[src/rtl/mem_access_if.sv]
// Bus between the sequencer (master) and the memory responder (slave).
// Carries the selected address, the read/write strobes, the data-bus byte
// and the responder's status and LED outputs.
interface mem_access_if #(
  parameter int DATA_W = 8,
  parameter int ADDR_W = 16
);
  logic [ADDR_W-1:0] address;
  logic              addr_sel;
  logic              mem_rd;
  logic              mem_wr;
  logic [DATA_W-1:0] data_in;
  logic [DATA_W-1:0] data_out;
  logic              data_oe;
  logic              busy;
  logic              done;
  logic              err;
  logic              led_rd;
  logic              led_wr;

  modport master (
    output address, addr_sel, mem_rd, mem_wr, data_in,
    input  data_out, data_oe, busy, done, err, led_rd, led_wr
  );

  modport slave (
    input  address, addr_sel, mem_rd, mem_wr, data_in,
    output data_out, data_oe, busy, done, err, led_rd, led_wr
  );
endinterface

[src/rtl/mem_access_unit.sv]
// Memory responder at the far end of the address bus. It accepts a single
// read or write per strobe, waits a fixed relay-settle time, then either
// presents the stored byte or commits the latched byte and pulses done.
// Upper address bits are ignored, so addresses alias modulo the depth.
module mem_access_unit #(
  parameter int DATA_W        = 8,
  parameter int ADDR_W        = 16,
  parameter int DEPTH_LOG2    = 8,
  parameter int ACCESS_CYCLES = 3
) (
  input  logic          clock,
  input  logic          reset_n,
  mem_access_if.slave   bus
);

  typedef enum logic [1:0] {IDLE, WAIT, RDHOLD, WRHOLD} state_t;

  localparam logic [3:0] CNT_INIT = 4'(ACCESS_CYCLES - 1);

  state_t                state;
  logic [3:0]            cnt;
  logic                  op_wr;
  logic [DEPTH_LOG2-1:0] addr_q;
  logic [DATA_W-1:0]     wdata_q;
  logic [DATA_W-1:0]     mem [2**DEPTH_LOG2];

  logic req_rd;
  logic req_wr;
  logic req_both;
  logic strobe_held;
  logic complete;
  logic mem_we;
  logic unused_addr_bits;

  assign req_rd   = bus.addr_sel &  bus.mem_rd & ~bus.mem_wr;
  assign req_wr   = bus.addr_sel & ~bus.mem_rd &  bus.mem_wr;
  assign req_both = bus.addr_sel &  bus.mem_rd &  bus.mem_wr;

  // Only the strobe of the accepted operation keeps an access alive.
  assign strobe_held = bus.addr_sel & (op_wr ? bus.mem_wr : bus.mem_rd);
  assign complete    = (state == WAIT) && strobe_held && (cnt == 4'd0);
  assign mem_we      = complete & op_wr;

  assign unused_addr_bits = ^bus.address[ADDR_W-1:DEPTH_LOG2];

  // Control FSM with registered status, LED and read-data outputs.
  always_ff @(posedge clock or negedge reset_n) begin
    if (!reset_n) begin
      state        <= IDLE;
      cnt          <= 4'd0;
      op_wr        <= 1'b0;
      bus.data_out <= '0;
      bus.data_oe  <= 1'b0;
      bus.busy     <= 1'b0;
      bus.done     <= 1'b0;
      bus.err      <= 1'b0;
      bus.led_rd   <= 1'b0;
      bus.led_wr   <= 1'b0;
    end else begin
      bus.done <= 1'b0;
      bus.err  <= 1'b0;
      case (state)
        IDLE: begin
          if (req_rd || req_wr) begin
            state      <= WAIT;
            cnt        <= CNT_INIT;
            op_wr      <= req_wr;
            bus.busy   <= 1'b1;
            bus.led_rd <= req_rd;
            bus.led_wr <= req_wr;
          end else if (req_both) begin
            bus.err <= 1'b1;
          end
        end
        WAIT: begin
          if (!strobe_held) begin
            // Abort: the sequencer withdrew before the access settled.
            state      <= IDLE;
            bus.busy   <= 1'b0;
            bus.led_rd <= 1'b0;
            bus.led_wr <= 1'b0;
          end else if (cnt == 4'd0) begin
            bus.busy <= 1'b0;
            bus.done <= 1'b1;
            if (op_wr) begin
              state <= WRHOLD;
            end else begin
              state        <= RDHOLD;
              bus.data_out <= mem[addr_q];
              bus.data_oe  <= 1'b1;
            end
          end else begin
            cnt <= cnt - 4'd1;
          end
        end
        RDHOLD: begin
          if (!(bus.addr_sel && bus.mem_rd)) begin
            state       <= IDLE;
            bus.data_oe <= 1'b0;
            bus.led_rd  <= 1'b0;
          end
        end
        WRHOLD: begin
          if (!(bus.addr_sel && bus.mem_wr)) begin
            state      <= IDLE;
            bus.led_wr <= 1'b0;
          end
        end
        default: state <= IDLE;
      endcase
    end
  end

  // Address and write data are captured once at acceptance and then frozen.
  always_ff @(posedge clock) begin
    if (state == IDLE && (req_rd || req_wr)) begin
      addr_q  <= bus.address[DEPTH_LOG2-1:0];
      wdata_q <= bus.data_in;
    end
  end

  // Storage array; deliberately unreset so contents survive reset_n.
  always_ff @(posedge clock) begin
    if (mem_we) begin
      mem[addr_q] <= wdata_q;
    end
  end

endmodule

[src/flat_wrapper.sv]
// flat-port wrapper written by rule: the top's interface ports become plain ports
module mem_access_unit_flat 
#(
  parameter int DATA_W        = 8,
  parameter int ADDR_W        = 16,
  parameter int DEPTH_LOG2    = 8,
  parameter int ACCESS_CYCLES = 3
)
  (clock, reset_n, bus_address, bus_addr_sel, bus_mem_rd, bus_mem_wr, bus_data_in, bus_data_out, bus_data_oe, bus_busy, bus_done, bus_err, bus_led_rd, bus_led_wr);
  mem_access_if #(.DATA_W(DATA_W), .ADDR_W(ADDR_W)) bus_i ();
  input  logic clock;
  input  logic reset_n;
  input wire logic [$bits(bus_i.address)-1:0] bus_address;
  input wire logic [$bits(bus_i.addr_sel)-1:0] bus_addr_sel;
  input wire logic [$bits(bus_i.mem_rd)-1:0] bus_mem_rd;
  input wire logic [$bits(bus_i.mem_wr)-1:0] bus_mem_wr;
  input wire logic [$bits(bus_i.data_in)-1:0] bus_data_in;
  output wire logic [$bits(bus_i.data_out)-1:0] bus_data_out;
  output wire logic [$bits(bus_i.data_oe)-1:0] bus_data_oe;
  output wire logic [$bits(bus_i.busy)-1:0] bus_busy;
  output wire logic [$bits(bus_i.done)-1:0] bus_done;
  output wire logic [$bits(bus_i.err)-1:0] bus_err;
  output wire logic [$bits(bus_i.led_rd)-1:0] bus_led_rd;
  output wire logic [$bits(bus_i.led_wr)-1:0] bus_led_wr;
  assign bus_i.address = bus_address;
  assign bus_i.addr_sel = bus_addr_sel;
  assign bus_i.mem_rd = bus_mem_rd;
  assign bus_i.mem_wr = bus_mem_wr;
  assign bus_i.data_in = bus_data_in;
  assign bus_data_out = bus_i.data_out;
  assign bus_data_oe = bus_i.data_oe;
  assign bus_busy = bus_i.busy;
  assign bus_done = bus_i.done;
  assign bus_err = bus_i.err;
  assign bus_led_rd = bus_i.led_rd;
  assign bus_led_wr = bus_i.led_wr;
  mem_access_unit #(.DATA_W(DATA_W), .ADDR_W(ADDR_W), .DEPTH_LOG2(DEPTH_LOG2), .ACCESS_CYCLES(ACCESS_CYCLES)) u_core (.clock(clock), .reset_n(reset_n), .bus(bus_i));
endmodule
[config.mk]
export PLATFORM = sky130hd
export DESIGN_NAME = mem_access_unit_flat
export DESIGN_NICKNAME = d
export VERILOG_FILES = /design/src/rtl/mem_access_if.sv /design/src/rtl/mem_access_unit.sv /design/src/flat_wrapper.sv
export SDC_FILE = /design/constraint.sdc
export NUM_CORES = 2
export LEC_CHECK = 0
export ABC_AREA = 1
export CORE_ASPECT_RATIO = 0.9
export CORE_MARGIN = 8
export CORE_UTILIZATION = 45
export CTS_CLUSTER_DIAMETER = 30
export CTS_CLUSTER_SIZE = 8
export DETAILED_ROUTE_END_ITERATION = 8
export GPL_TIMING_DRIVEN = 1
export HOLD_SLACK_MARGIN = 0.03
export PLACE_DENSITY = 0.72
export SLEW_MARGIN = 20
export SYNTH_ARGS = -nofsm -noshare
export SYNTH_HDL_FRONTEND = slang
export SYNTH_SLANG_ARGS = --single-unit
export TNS_END_PERCENT = 30
[constraint.sdc]
create_clock -name clock -period 4.1 [get_ports clock]
set_input_delay 0.82 -clock clock [delete_from_list [all_inputs] [get_ports clock]]
set_output_delay 0.82 -clock clock [all_outputs]
set_load 0.02 [all_outputs]
### Word level (Yosys, flattened, before mapping)

Memories as Yosys holds them, arrays and structs flattened. A register that Yosys moved wholly into a read port is not among the register bits.
Cells that the tools add are included.

* reductions and logical operators: 21
* bitwise gates (word level): 10
* mux-type cells: 35
* add/subtract/negate cells: 1
* equality and inequality tests: 12

Operator list (count)
* 1-bit 2-to-1 mux: 21
* 4-bit AND reduction: 5
* 4-bit 2-to-1 mux: 3
* 2-bit inequality test (second input constant): 6
* 2-bit 2-to-1 mux: 5
* 2-bit one-hot mux with 4 select lines: 1
* 4-bit one-hot mux with 2 select lines: 1
* 1-bit bitwise AND: 7
* 1-bit one-hot mux with 3 select lines: 2
* 3-bit nonzero test: 2
* 1-bit logical AND: 5
* 5-bit AND reduction: 1
* 2-bit equality test (second input constant): 2
* 4-bit logical NOT: 1
* 2-bit by 1-bit inequality test with 1-bit output (second input constant): 2
* 1-bit one-hot mux with 2 select lines: 2
* 2-bit nonzero test: 2
* 4-bit by 1-bit subtractor with 4-bit output (second input constant): 1
* 3-bit inequality test (second input constant): 1
* 1-bit inverter: 3
* 3-bit AND reduction: 1
* 2-bit by 1-bit equality test with 1-bit output (second input constant): 1
* 2-bit logical NOT: 1
* 2-bit AND reduction: 1
* 2 further kinds: 2

* output and inout bits: 14
* memory bits (writable): 2048
* input bits: 29
* bits in registers: 29
* logic and storage cells: 91
* memories: 1

Memory list
* u_core.mem: words 256, width 8, rd ports 1, clocked after memory_dff 1, write ports 1, RTL line mem_access_unit.sv:25 `logic [DATA_W-1:0] mem [2**DEPTH_LOG2];`

### Logic depth before layout (Yosys ltp)

* depth in word-level cells: 7
* gate-level depth with buffers: 18
* mapped depth without buffers: 15

### Worst setup path after synthesis

Ideal clock, no wire load.

* path kind: register to register
* start: register u_core.wdata_q[0]
* end: memory u_core.mem[0][0] (data pin)
* required time: 3.283 ns
* setup time: 0.817 ns
* path buffers: 0
* stages on the path, launching flop included: 1
* setup slack: 0.054 ns
* arrival time: 3.228 ns
* clock period less this slack: 4.046 ns
* cell sequence: edfxtp_1

RTL lines
* start, declared: RTL line mem_access_unit.sv:24 `logic [DATA_W-1:0] wdata_q;`
* start signal, assigned: RTL line mem_access_unit.sv:118 `wdata_q <= bus.data_in;`
* end, declared: RTL line mem_access_unit.sv:25

No word-level cell before the write port.

==> Flow_metrics.wiki <==
{| class="wikitable"
! Metric !! Value
|-
| Result of the run || finished, final reports clean
|-
| Overall die height || 428.2 µm
|-
| Top post-synthesis cells by area || sky130_fd_sc_hd__edfxtp_1 73%, sky130_fd_sc_hd__nand2_1 17%, sky130_fd_sc_hd__nor2_1 2.7%
|-
| Post-synthesis average cell area || 11.11 µm²
|-
| GRT Resource Usage Total || 22.50%
|-
| Share of the cycle needed by the critical path after routing || 86.01%
|-
| Number of clock sinks || 2085
|-
| First-pass detailed-route iteration total || 8
|-
| Pin count of the biggest net entering global routing || 191
|-
| Synthesized netlist cell count || 7647
|-
| Number of I/O pins || 43
|-
| Antenna-violating nets left || 0
|-
| Summed instance area of the synthesized netlist || 84940 µm²
|-
| Number of antenna violations at the first check in global routing || 2
|-
| Die area || 202900 µm²
|-
| Crit start category || flop
|-
| Share of final-layout standard cells stronger than drive strength 1 || 12.53%
|-
| Clock slew at the register clock pins of the worst setup and hold paths || 0.05 ns
|-
| Global-route wire length before repair || 352400 µm
|-
| Detailed router's first-iteration violation count || 7822
|-
| Post-synth net total || 7682
|-
| Fraction of synthesized cell area taken by the top area cell type || 72.97%
|-
| Worst supply voltage drop on vdd || 476.4 µV
|-
| Number of global-route vias before repair || 59450
|-
| Setup Crit Path Kind || reg2reg
|-
| Gp weighted congestion || 0.9253
|-
| Sequential element share of the synthesized area || 73.59%
|-
| Cell with the most instances after synthesis || sky130_fd_sc_hd__nand2_1
|-
| Number of cells on the worst reg-to-reg path || 17
|-
| Unrepaired setup endpoints after global routing || false
|-
| Signal arrival time at the worst endpoint || 4.37 ns
|-
| Crit Reg-Reg Startpoint || u_core.addr_q[0]
|-
| Fmax || 283.6 MHz
|-
| Tightest Pin Transition || 1.051 ns
|-
| Number of slew-limit violations in the final report || 0
|-
| Total clock buffers created by CTS || 409
|-
| Count of flip-flops with a built-in enable after synthesis || 2064
|-
| Ratio of total power to cell area || 582.6 nW/µm²
|-
| Via Count || 59950
|-
| Number of nets in the layout || 8141
|-
| Seq cells post-synth || 2085
|-
| Most used standard cells in the synthesized netlist || 3787 x sky130_fd_sc_hd__nand2_1, 2064 x sky130_fd_sc_hd__edfxtp_1, 603 x sky130_fd_sc_hd__nor2_1, 381 x sky130_fd_sc_hd__nand3_1, 277 x sky130_fd_sc_hd__buf_2
|-
| Placeable Area || 187800 µm²
|-
| HPWL after detailed placement || 132600 µm
|-
| Aggregate global routing overflow || 0
|-
| CP Data Required Time || 4.94 ns
|-
| Type of the most critical hold path || in2async
|-
| Biggest area consumer among synthesized cells || sky130_fd_sc_hd__edfxtp_1
|-
| Routed Wire Length || 235300 µm
|-
| Via-per-instance ratio || 5.489
|-
| Reg2Reg Setup Slack || 0.57 ns
|-
| Crit path capture type || flop
|-
| Setup tns final || 0 ns
|-
| Fin crit period || 3.526 ns
|-
| Number of buffers inserted for hold repair after clock tree synthesis || 0
|-
| Hold violation total from the final report || 0
|-
| Post-DR wirelength/cell || 21.54 µm
|-
| DR DRC count || 0
|-
| CTS max path bufs || 4
|-
| Worst-case headroom to the max-slew limit || 29.94%
|-
| # setup viols final || 0
|-
| Slack of the critical path || 0.5738 ns
|-
| Share of async-settable or async-resettable flops after synthesis || 1.007%
|-
| Number of H-tree levels || 5
|-
| Root Buffer || sky130_fd_sc_hd__clkbuf_16
|-
| Number of port buffers || 34
|-
| End of the worst register-to-register path || u_core.bus.data_out[3]
|-
| Width of the chip || 474.0 µm
|-
| Total number of yosys warnings || 0
|-
| Standard-cell rows || 151
|-
| Unique masters post-synth || 29
|-
| Most frequently used flop master after synthesis || sky130_fd_sc_hd__edfxtp_1
|-
| Final setup skew || 0.07160 ns
|-
| Number of maximum-capacitance constraint violations || 0
|-
| Static Leak || 0.04005 µW
|-
| Post CTS Setup Buffer Count || 0
|-
| Clock latency reported for the late side of the worst-skew pair || 0.94 ns
|-
| Starting density of the core || 45.23%
|-
| Area Overhead vs Synth || 22.01%
|-
| Clock tree from TritonCTS || done
|-
| Maximum fanout encountered on the critical timing path || 45
|-
| Worst Setup Slack post-DPL || 0.2157 ns
|-
| Count of instances resized after the clock tree is built || 0
|}
## where the power goes
group | switching [µW] | leakage, µW | internal (µW)
sequential | 120 | 0.0188 | 23800
clock | 10300 | 0.00644 | 21500
combinational | 3500 | 0.0148 | 1140
total | 13900 | 0.0401 | 46500
## per-layer routing
layer | share of wire (%) | wire length, µm | track usage (%) | vias to the layer above
met3 | 12 | 27290 | 5.252 | 671
li1 | - | - | - | 26760
met5 | 0.0038 | 9 | 0 | -
met2 | 46 | 107600 | 35.20 | 3608
met4 | 4.7 | 11080 | 11.01 | 2
met1 | 38 | 89340 | 29.67 | 28910
## final cells by class
type | count | area (µm²)
Antenna cell | 4 | 10.01
Clock buffer | 487 | 10750
Clock inverter | 213 | 2440
Fill cell | 14700 | 84160
Inverter | 37 | 162.7
Multi-Input combinational cell | 5106 | 20440
Sequential cell | 2085 | 62500
Tap cell | 2524 | 3158
Timing Repair Buffer | 467 | 4178
## cells in the final DEF, fill, tap and decap left out, drive strengths merged, types with 4 or more instances in the layout
master and n:
nand2 3788, edfxtp 2064, nor2 605, clkbuf 487, buf 433, nand3 381, nand4 155, clkinv 142
o21ai 85, a21oi 72, bufinv 50, inv 41, clkdlybuf4s50 34, dfrtp 21, clkinvlp 17, nor3 9
ha 6, diode 4
## stage by stage
stage	util [%]	std cells	total power [µW]	hold slack, ns	area [µm²]
final	55.18	10920	60370	0.2713	103600
after floorplan	-	7647	27090	0.5102	84940
after detailed placement	48.16	10220	28830	0.4892	90440
after CTS	55.18	10920	60520	0.2274	103600
after global routing	55.18	10920	61930	0.2674	103600
after global placement	48.14	10220	28740	0.4766	90410
## critical path, cell delays in order (launching register included)
cell and delay [ns]:
sky130_fd_sc_hd__edfxtp_1 0.61, sky130_fd_sc_hd__buf_4 0.38, sky130_fd_sc_hd__buf_4 0.52, sky130_fd_sc_hd__buf_4 0.32, sky130_fd_sc_hd__nand2_1 0.07, sky130_fd_sc_hd__nand2_1 0.08, sky130_fd_sc_hd__nand2_1 0.09, sky130_fd_sc_hd__nand2_1 0.08
sky130_fd_sc_hd__nand2_1 0.06, sky130_fd_sc_hd__nand2_1 0.13, sky130_fd_sc_hd__nor2_1 0.09, sky130_fd_sc_hd__nor2_1 0.42, sky130_fd_sc_hd__nor2_1 0.08, sky130_fd_sc_hd__nand2_1 0.08, sky130_fd_sc_hd__nand2_1 0.12, sky130_fd_sc_hd__nand3_1 0.15
sky130_fd_sc_hd__nor2_1 0.05, sky130_fd_sc_hd__nor2_1 0.09
## how the worst max path moves through the flow
| stage | endpoint | from | slack, ns | cells past startpoint |
|---|---|---|---|---|
| global placement | u_core.mem[133][5] | bus_mem_wr | 0.27 | 12 |
| global route | u_core.bus.data_out[3] | u_core.addr_q[0] | 0.42 | 17 |
| floorplan | u_core.mem[0][0] | u_core.wdata_q[0] | 0.05 | 0 |
| CTS | u_core.bus.data_out[3] | u_core.addr_q[0] | 0.68 | 17 |
| finish | u_core.bus.data_out[3] | u_core.addr_q[0] | 0.57 | 17 |
| detailed placement | u_core.mem[133][5] | bus_mem_wr | 0.22 | 12 |
## kinds of logic after synthesis
logic type / after synthesis / synth area share, %
AND/OR/NAND/NOR: 4938 / 22.89
adder cells (fa/ha/maj): 6 / 0.08838
AO/OA/AOI/OAI: 162 / 0.9766
flip-flops: 2085 / 73.59
buffers and inverters: 456 / 2.457
## sequential cells by signal, indices dropped and copies added (netlist names)
name	flops
u_core.addr_q	8
u_core.bus.led_rd	1
u_core.mem	2048
u_core.cnt	4
u_core.state	2
u_core.bus.led_wr	1
u_core.wdata_q	8
u_core.op_wr	1
u_core.bus.data_out	8
u_core.bus.err	1
u_core.bus.busy	1
u_core.bus.done	1
u_core.bus.data_oe	1
Note: power is estimated with default switching activity, not from simulation.
